$ cat config.mk
export PLATFORM = sky130hd
export DESIGN_NAME = legv8_control_fsm_flat
export DESIGN_NICKNAME = d
export VERILOG_FILES = /design/src/rtl/legv8_pkg.sv /design/src/rtl/legv8_control_fsm_if.sv /design/src/rtl/legv8_decode.sv /design/src/rtl/legv8_control_fsm.sv /design/src/flat_wrapper.sv
export SDC_FILE = /design/constraint.sdc
export NUM_CORES = 1
export LEC_CHECK = 0
export ABC_AREA = 0
export CAP_MARGIN = 20
export CORE_ASPECT_RATIO = 2
export CORE_MARGIN = 2
export CORE_UTILIZATION = 41
export DETAILED_ROUTE_END_ITERATION = 10
export PLACE_DENSITY_LB_ADDON = 0.05
export SYNTH_ARGS = -nofsm -noshare
export SYNTH_HDL_FRONTEND = slang
export SYNTH_SLANG_ARGS = --single-unit
$ cat constraint.sdc
create_clock -name clock -period 4.1 [get_ports clock]
set_input_delay 0.615 -clock clock [delete_from_list [all_inputs] [get_ports clock]]
set_output_delay 0.615 -clock clock [all_outputs]
set_load 0.01 [all_outputs]
$ cat src/rtl/legv8_pkg.sv
// Shared LEGv8 control definitions: sequencer states, opcodes, ALU/PC encodings
// and the control-word layout used by the sequencer, datapath and bench.
package legv8_pkg;

    typedef enum logic [1:0] {
        ST_FETCH,
        ST_EXEC,
        ST_LOAD_WB,
        ST_HALT
    } state_t;

    // 11-bit opcodes, IR[31:21]
    localparam logic [10:0] OP_ADD  = 11'b10001011000;
    localparam logic [10:0] OP_ADDS = 11'b10101011000;
    localparam logic [10:0] OP_SUB  = 11'b11001011000;
    localparam logic [10:0] OP_SUBS = 11'b11101011000;
    localparam logic [10:0] OP_AND  = 11'b10001010000;
    localparam logic [10:0] OP_ORR  = 11'b10101010000;
    localparam logic [10:0] OP_EOR  = 11'b11001010000;
    localparam logic [10:0] OP_LSL  = 11'b11010011011;
    localparam logic [10:0] OP_LSR  = 11'b11010011010;
    localparam logic [10:0] OP_LDUR = 11'b11111000010;
    localparam logic [10:0] OP_STUR = 11'b11111000000;
    localparam logic [10:0] OP_BR   = 11'b11010110000;
    // 10-bit opcodes, IR[31:22]
    localparam logic [9:0]  OP_ADDI = 10'b1001000100;
    localparam logic [9:0]  OP_SUBI = 10'b1101000100;
    localparam logic [9:0]  OP_ANDI = 10'b1001001000;
    localparam logic [9:0]  OP_ORRI = 10'b1011001000;
    // 8-bit opcodes, IR[31:24]
    localparam logic [7:0]  OP_CBZ   = 8'b10110100;
    localparam logic [7:0]  OP_CBNZ  = 8'b10110101;
    localparam logic [7:0]  OP_BCOND = 8'b01010100;
    // 6-bit opcodes, IR[31:26]
    localparam logic [5:0]  OP_B  = 6'b000101;
    localparam logic [5:0]  OP_BL = 6'b100101;

    localparam logic [4:0] FS_AND = 5'b00000;
    localparam logic [4:0] FS_ORR = 5'b00100;
    localparam logic [4:0] FS_ADD = 5'b01000;
    localparam logic [4:0] FS_SUB = 5'b01001;
    localparam logic [4:0] FS_EOR = 5'b01100;
    localparam logic [4:0] FS_LSL = 5'b10000;
    localparam logic [4:0] FS_LSR = 5'b10100;

    localparam logic [1:0] PS_HOLD   = 2'b00;
    localparam logic [1:0] PS_INC    = 2'b01;
    localparam logic [1:0] PS_BUS    = 2'b10;
    localparam logic [1:0] PS_OFFSET = 2'b11;

    // The PC source is carried entirely by PS, so the 93-bit word has no separate PC-select bit.
    typedef struct packed {
        logic [63:0] const_val;
        logic        en_pc;
        logic        en_mem;
        logic        en_alu;
        logic        bsel;
        logic        sl;
        logic        wm;
        logic        wr;
        logic [1:0]  ps;
        logic [4:0]  fs;
        logic [4:0]  sb;
        logic [4:0]  sa;
        logic [4:0]  da;
    } ctrl_word_t;

    localparam int CW_W         = 93;
    localparam int CW_DA_LSB    = 0;
    localparam int CW_SA_LSB    = 5;
    localparam int CW_SB_LSB    = 10;
    localparam int CW_FS_LSB    = 15;
    localparam int CW_PS_LSB    = 20;
    localparam int CW_WR        = 22;
    localparam int CW_WM        = 23;
    localparam int CW_SL        = 24;
    localparam int CW_BSEL      = 25;
    localparam int CW_EN_ALU    = 26;
    localparam int CW_EN_MEM    = 27;
    localparam int CW_EN_PC     = 28;
    localparam int CW_CONST_LSB = 29;

endpackage

$ cat src/rtl/legv8_control_fsm_if.sv
// ROM/datapath-facing signals of the LEGv8 control sequencer; master is the
// sequencer, slave is the datapath/ROM side.
interface legv8_control_fsm_if;
    logic [31:0] instruction;
    logic [4:0]  status;
    logic [92:0] control_word;
    logic        halted;

    modport master (
        input  instruction,
        input  status,
        output control_word,
        output halted
    );

    modport slave (
        output instruction,
        output status,
        input  control_word,
        input  halted
    );
endinterface

$ cat src/rtl/legv8_decode.sv
// Combinational LEGv8 decoder: instruction register plus datapath status to the
// EXEC-cycle control word, with a flag for unrecognised opcodes.
module legv8_decode
    import legv8_pkg::*;
(
    input  logic [31:0] ir,
    input  logic [4:0]  status,
    output ctrl_word_t  cw,
    output logic        invalid
);

    // flags = {V, C, N, Z}; codes above LE are treated as always
    function automatic logic cond_holds(input logic [3:0] cond, input logic [3:0] flags);
        logic v, c, n, z;
        {v, c, n, z} = flags;
        case (cond)
            4'b0000: return z;
            4'b0001: return !z;
            4'b0010: return c;
            4'b0011: return !c;
            4'b0100: return n;
            4'b0101: return !n;
            4'b0110: return v;
            4'b0111: return !v;
            4'b1000: return c && !z;
            4'b1001: return !(c && !z);
            4'b1010: return n == v;
            4'b1011: return n != v;
            4'b1100: return !z && (n == v);
            4'b1101: return !(!z && (n == v));
            default: return 1'b1;
        endcase
    endfunction

    function automatic logic [4:0] rtype_fs(input logic [10:0] op);
        case (op)
            OP_ADD, OP_ADDS: return FS_ADD;
            OP_SUB, OP_SUBS: return FS_SUB;
            OP_ORR:          return FS_ORR;
            OP_EOR:          return FS_EOR;
            default:         return FS_AND;
        endcase
    endfunction

    logic [63:0] mem_offset;
    logic [63:0] cond_offset;
    logic [63:0] jump_offset;
    logic        taken;

    assign mem_offset  = {{55{ir[20]}}, ir[20:12]};
    assign cond_offset = {{43{ir[23]}}, ir[23:5], 2'b00};
    assign jump_offset = {{36{ir[25]}}, ir[25:0], 2'b00};

    // Longest opcode first: 11-bit, then 10-, 8- and 6-bit forms
    always_comb begin
        cw      = '0;
        invalid = 1'b0;
        taken   = 1'b0;
        cw.da   = ir[4:0];
        cw.sa   = ir[9:5];
        cw.sb   = ir[20:16];
        case (ir[31:21])
            OP_ADD, OP_ADDS, OP_SUB, OP_SUBS, OP_AND, OP_ORR, OP_EOR: begin
                cw.en_alu = 1'b1;
                cw.wr     = 1'b1;
                cw.ps     = PS_INC;
                cw.fs     = rtype_fs(ir[31:21]);
                cw.sl     = (ir[31:21] == OP_ADDS) || (ir[31:21] == OP_SUBS);
            end
            OP_LSL, OP_LSR: begin
                cw.const_val = {58'b0, ir[15:10]};
                cw.bsel      = 1'b1;
                cw.en_alu    = 1'b1;
                cw.wr        = 1'b1;
                cw.ps        = PS_INC;
                cw.fs        = (ir[31:21] == OP_LSL) ? FS_LSL : FS_LSR;
            end
            OP_LDUR: begin
                cw.const_val = mem_offset;
                cw.bsel      = 1'b1;
                cw.fs        = FS_ADD;
                cw.ps        = PS_HOLD;
            end
            OP_STUR: begin
                cw.const_val = mem_offset;
                cw.bsel      = 1'b1;
                cw.fs        = FS_ADD;
                cw.sb        = ir[4:0];
                cw.wm        = 1'b1;
                cw.ps        = PS_INC;
            end
            OP_BR: begin
                cw.sb     = 5'd31;
                cw.fs     = FS_ORR;
                cw.en_alu = 1'b1;
                cw.ps     = PS_BUS;
            end
            default: begin
                case (ir[31:22])
                    OP_ADDI, OP_SUBI, OP_ANDI, OP_ORRI: begin
                        cw.const_val = {52'b0, ir[21:10]};
                        cw.bsel      = 1'b1;
                        cw.en_alu    = 1'b1;
                        cw.wr        = 1'b1;
                        cw.ps        = PS_INC;
                        case (ir[31:22])
                            OP_ADDI: cw.fs = FS_ADD;
                            OP_SUBI: cw.fs = FS_SUB;
                            OP_ORRI: cw.fs = FS_ORR;
                            default: cw.fs = FS_AND;
                        endcase
                    end
                    default: begin
                        case (ir[31:24])
                            OP_CBZ, OP_CBNZ: begin
                                cw.sa     = 5'd31;
                                cw.sb     = ir[4:0];
                                cw.fs     = FS_ADD;
                                taken     = (ir[31:24] == OP_CBZ) ? status[0] : !status[0];
                                cw.ps     = taken ? PS_OFFSET : PS_INC;
                                cw.const_val = taken ? cond_offset : 64'd0;
                            end
                            OP_BCOND: begin
                                taken     = cond_holds(ir[3:0], status[4:1]);
                                cw.ps     = taken ? PS_OFFSET : PS_INC;
                                cw.const_val = taken ? cond_offset : 64'd0;
                            end
                            default: begin
                                case (ir[31:26])
                                    OP_B: begin
                                        cw.const_val = jump_offset;
                                        cw.ps        = PS_OFFSET;
                                    end
                                    OP_BL: begin
                                        cw.const_val = jump_offset;
                                        cw.ps        = PS_OFFSET;
                                        cw.en_pc     = 1'b1;
                                        cw.wr        = 1'b1;
                                        cw.da        = 5'd30;
                                    end
                                    default: begin
                                        cw      = '0;
                                        invalid = 1'b1;
                                    end
                                endcase
                            end
                        endcase
                    end
                endcase
            end
        endcase
    end

endmodule

$ cat src/rtl/legv8_control_fsm.sv
// Multi-cycle LEGv8 control sequencer: FETCH latches the instruction, EXEC drives
// the decoded control word, LOAD_WB completes LDUR, HALT stops on a bad opcode.
module legv8_control_fsm
    import legv8_pkg::*;
(
    input  logic                 clock,
    input  logic                 reset,
    legv8_control_fsm_if.master  bus
);

    state_t          state;
    state_t          next_state;
    logic [31:0]     ir;
    ctrl_word_t      dec_cw;
    logic            dec_invalid;
    logic [CW_W-1:0] cw;

    legv8_decode u_decode (
        .ir      (ir),
        .status  (bus.status),
        .cw      (dec_cw),
        .invalid (dec_invalid)
    );

    always_ff @(posedge clock) begin
        if (reset) begin
            state <= ST_FETCH;
            ir    <= '0;
        end else begin
            state <= next_state;
            if (state == ST_FETCH) begin
                ir <= bus.instruction;
            end
        end
    end

    // LOAD_WB keeps the EXEC address fields and turns the load result into a register write
    always_comb begin
        next_state = state;
        cw         = '0;
        case (state)
            ST_FETCH: begin
                next_state = ST_EXEC;
            end
            ST_EXEC: begin
                cw = dec_cw;
                if (dec_invalid) begin
                    next_state = ST_HALT;
                end else if (ir[31:21] == OP_LDUR) begin
                    next_state = ST_LOAD_WB;
                end else begin
                    next_state = ST_FETCH;
                end
            end
            ST_LOAD_WB: begin
                cw                         = dec_cw;
                cw[CW_EN_MEM]              = 1'b1;
                cw[CW_WR]                  = 1'b1;
                cw[CW_PS_LSB +: 2]         = PS_INC;
                cw[CW_DA_LSB +: 5]         = ir[4:0];
                next_state                 = ST_FETCH;
            end
            default: begin
                next_state = ST_HALT;
            end
        endcase
    end

    // Blanking during reset keeps an aborted LDUR from writing at the reset edge
    assign bus.control_word = reset ? '0 : cw;
    assign bus.halted       = (state == ST_HALT);

endmodule

$ cat src/flat_wrapper.sv
// flat-port wrapper written by rule: the top's interface ports become plain ports
module legv8_control_fsm_flat import legv8_pkg::*;
  (clock, reset, bus_instruction, bus_status, bus_control_word, bus_halted);
  legv8_control_fsm_if bus_i ();
  input  logic clock;
  input  logic reset;
  input wire logic [$bits(bus_i.instruction)-1:0] bus_instruction;
  input wire logic [$bits(bus_i.status)-1:0] bus_status;
  output wire logic [$bits(bus_i.control_word)-1:0] bus_control_word;
  output wire logic [$bits(bus_i.halted)-1:0] bus_halted;
  assign bus_i.instruction = bus_instruction;
  assign bus_i.status = bus_status;
  assign bus_control_word = bus_i.control_word;
  assign bus_halted = bus_i.halted;
  legv8_control_fsm u_core (.clock(clock), .reset(reset), .bus(bus_i));
endmodule
==> flow_summary.json <==
{
  "diodes": 0,
  "crit_slowest_cell": "clkdlybuf4s50_1",
  "dp_hpwl_microns": 9750,
  "synth_top_area_share_pct": 20.0,
  "viasPerCell": 5.88,
  "synth_nets": 503,
  "stdcell_count": 642,
  "cts_buffers": 5,
  "synthArstFlopShare_pct": 0,
  "period_share_pct": 96.0,
  "track_usage_pct": 28.5,
  "grt_pass1_wl_microns": 19100,
  "synthFlopType": "dfxtp_1",
  "status": "complete, no violations",
  "first_pass_iters": 5,
  "hold_viol": 0,
  "cp_data_required_time_ns": 3.48,
  "vdd_ir_drop_max_mv": 0.210,
  "n_fill_cell": 807,
  "clk_pin_slew_worst_paths_ns": 0.06,
  "min_to": "u_core.ir[25]",
  "port_buffers": 131,
  "cts_tree": "done",
  "rsz0062_at_grt": "false",
  "end_kind": "primary output",
  "setup_viol": 0,
  "die-width_microns": 68.4,
  "syn_to_final_growth_pct": 39.3,
  "initial_core_util_pct": 41.6,
  "hold_depth": 2,
  "grt_pass1_vias": 3600,
  "maxSlewHeadroom_pct": 26.5,
  "synth-seq-cells": 34,
  "reg2regPathDepth": 6,
  "hp-start": "u_core.ir[25]",
  "netlist_area_sq_mm": 0.00340,
  "slowest_delay_ns": 0.50,
  "overflow": 0,
  "wire_per_inst_microns": 19.7,
  "hp-class": "flip-flop to flip-flop",
  "r2r-end": "u_core.state[1]",
  "synth_common_cells": "nor2_1, buf_4, o21ai_0, a21oi_1, dfxtp_1",
  "drv_slew": 0,
  "ys_top_cells_by_area": "dfxtp_1, mux2i_1, buf_4, nor2_1, o21ai_0",
  "finalSetupTns_ns": 0,
  "tightest_slew_ns": 1.10,
  "row_count": 47,
  "drt_iter0_markers": 306,
  "insertion_delay_ns": 0.29,
  "synth_edf_count": 0,
  "drive_above_1_share_pct": 9.93,
  "fin_nets": 586,
  "synth_top_cell_by_area": "dfxtp_1",
  "crit_chain": "clkdlybuf4s50_1 > mux2i_1 > mux2_2 > a221oi_1 > a21oi_4 > buf_12 > o21ai_0 > a21oi_1 > clkdlybuf4s50_1",
  "critical_path.reg2reg.startpoint": "u_core.ir[26]",
  "grt_max_degree": 38,
  "layout_min_cycle_time_ns": 3.94,
  "num_io_pins": 133,
  "cellPowerDensity_mw_per_mm2": 279,
  "syn_inst": 460,
  "synth_warnings": 0,
  "cts_root_buf": "clkbuf_16",
  "crit_type": "input port to primary output",
  "core_sq_mm": 0.00817,
  "fmax_mhz": 254,
  "cp_common_cell": "clkdlybuf4s50_1",
  "max_cap_violations": 0,
  "ant_nets": 0,
  "worstPathArrival_ns": 3.32,
  "cts_buffer_depth": 2,
  "dp_cells": 634,
  "finClkSkew_ns": 0.0113,
  "synth.yosys.seq_area_share_pct": 20.0,
  "syn_avg_cell_area_sq_um": 7.39,
  "synth.most_common_cell": "nor2_1",
  "power_leakage_nw": 1.68,
  "cts_hold_buf": 0,
  "numClockSinks": 34,
  "place_congestion": 0.929,
  "wl_microns": 12600,
  "cp_max_fo": 19,
  "die_area_sq_mm": 0.00908,
  "ys_types": 60,
  "start_kind": "input port",
  "drc": 0,
  "cts-htree-levels": 2,
  "fp.dieH_microns": 133,
  "antenna_found_initial": 0,
  "r2r_setup_slack_ns": 1.93,
  "dr_total_vias": 3776
}
## per-stage QoR
step	setup WS [ns]	total power, mW	hold slack [ns]	utilization [%]	cell area [sq um]
2_1_floorplan	0.579	0.671	0.501	-	3400
3_3_place_gp	0.168	0.800	0.520	55.5	4540
3_5_place_dp	0.135	0.807	0.535	55.5	4540
4_1_cts	0.130	1.32	0.546	57.9	4730
5_1_grt	0.0246	1.37	0.585	57.9	4730
6_report	0.164	1.32	0.543	57.9	4730
## how the worst max path moves through the flow
stage                       start              endpoint  slack (ns)
detailed placement  bus_status[2]  bus_control_word[33]        0.14
CTS                 bus_status[2]  bus_control_word[33]        0.13
global placement    bus_status[2]  bus_control_word[34]        0.17
global route        u_core.ir[26]  bus_control_word[31]        0.02
floorplan           bus_status[2]  bus_control_word[57]        0.58
finish              bus_status[1]  bus_control_word[47]        0.16
## power by group
group | switching, mW | internal (mW)
Clock | 0.164 | 0.350
Sequential | 0.0846 | 0.371
Combinational | 0.184 | 0.166
Total | 0.433 | 0.887
## worst max-delay path: cells and delay by family
kind | cells | cell delay, ns
buffers and inverters | 3 | 1.16
AOI/OAI and AO/OA | 4 | 1.00
muxes | 2 | 0.53
## state kept, by name, indices dropped and copies added, names as in the netlist
signal / flops
u_core.ir: 32
u_core.state: 2
## timing repair
item	4_1_cts	5_1_grt
endpoints found under the setup margin	0	7
gates resized for setup	0	1
setup buffers	0	0
hold endpoints to repair	0	0
## cell usage in the layout, fill, tap and decap left out, drive strengths merged, types with 6 or more instances in the layout
master,count
a211oi,12
a21oi,36
a22o,7
a22oi,9
buf,21
clkdlybuf4s50,131
dfxtp,34
inv,13
mux2i,33
nand2,28
nand2b,7
nand3,11
nand4,6
nor2,55
nor2b,8
nor3,9
o21a,7
o21ai,41
o22ai,7
## area by class of cell
| cell class | instances | area, sq um | area share (%) |
|---|---|---|---|
| clock inverter | 3 | 68.8 | 1.45 |
| tap | 98 | 123 | 2.59 |
| clock buffer | 5 | 125 | 2.64 |
| inverter | 13 | 48.8 | 1.03 |
| timing repair buffer | 152 | 1490 | 31.6 |
| multi-input combinational | 337 | 2190 | 46.3 |
| sequential | 34 | 681 | 14.4 |
## per-layer routing
layer  global-route usage [%]  part of all wire [%]
met2                     53.1                    55
met4                     14.3                   4.9
met3                     3.15                   5.4
met5                        0                     0
met1                     29.3                    35
## logic make-up after synthesis
| kind of cell | after synthesis | share of synthesized area, % |
|---|---|---|
| buffers and inverters | 89 | 15.8 |
| XOR/XNOR | 3 | 0.773 |
| AND/OR/NAND/NOR | 148 | 23.3 |
| multiplexers | 37 | 11.0 |
| AO/OA/AOI/OAI | 144 | 27.4 |
| flip-flops | 34 | 20.0 |
| other | 1 | 0.110 |
| adder cells (fa/ha/maj) | 4 | 1.47 |
Power figures use the tool's default switching activity.
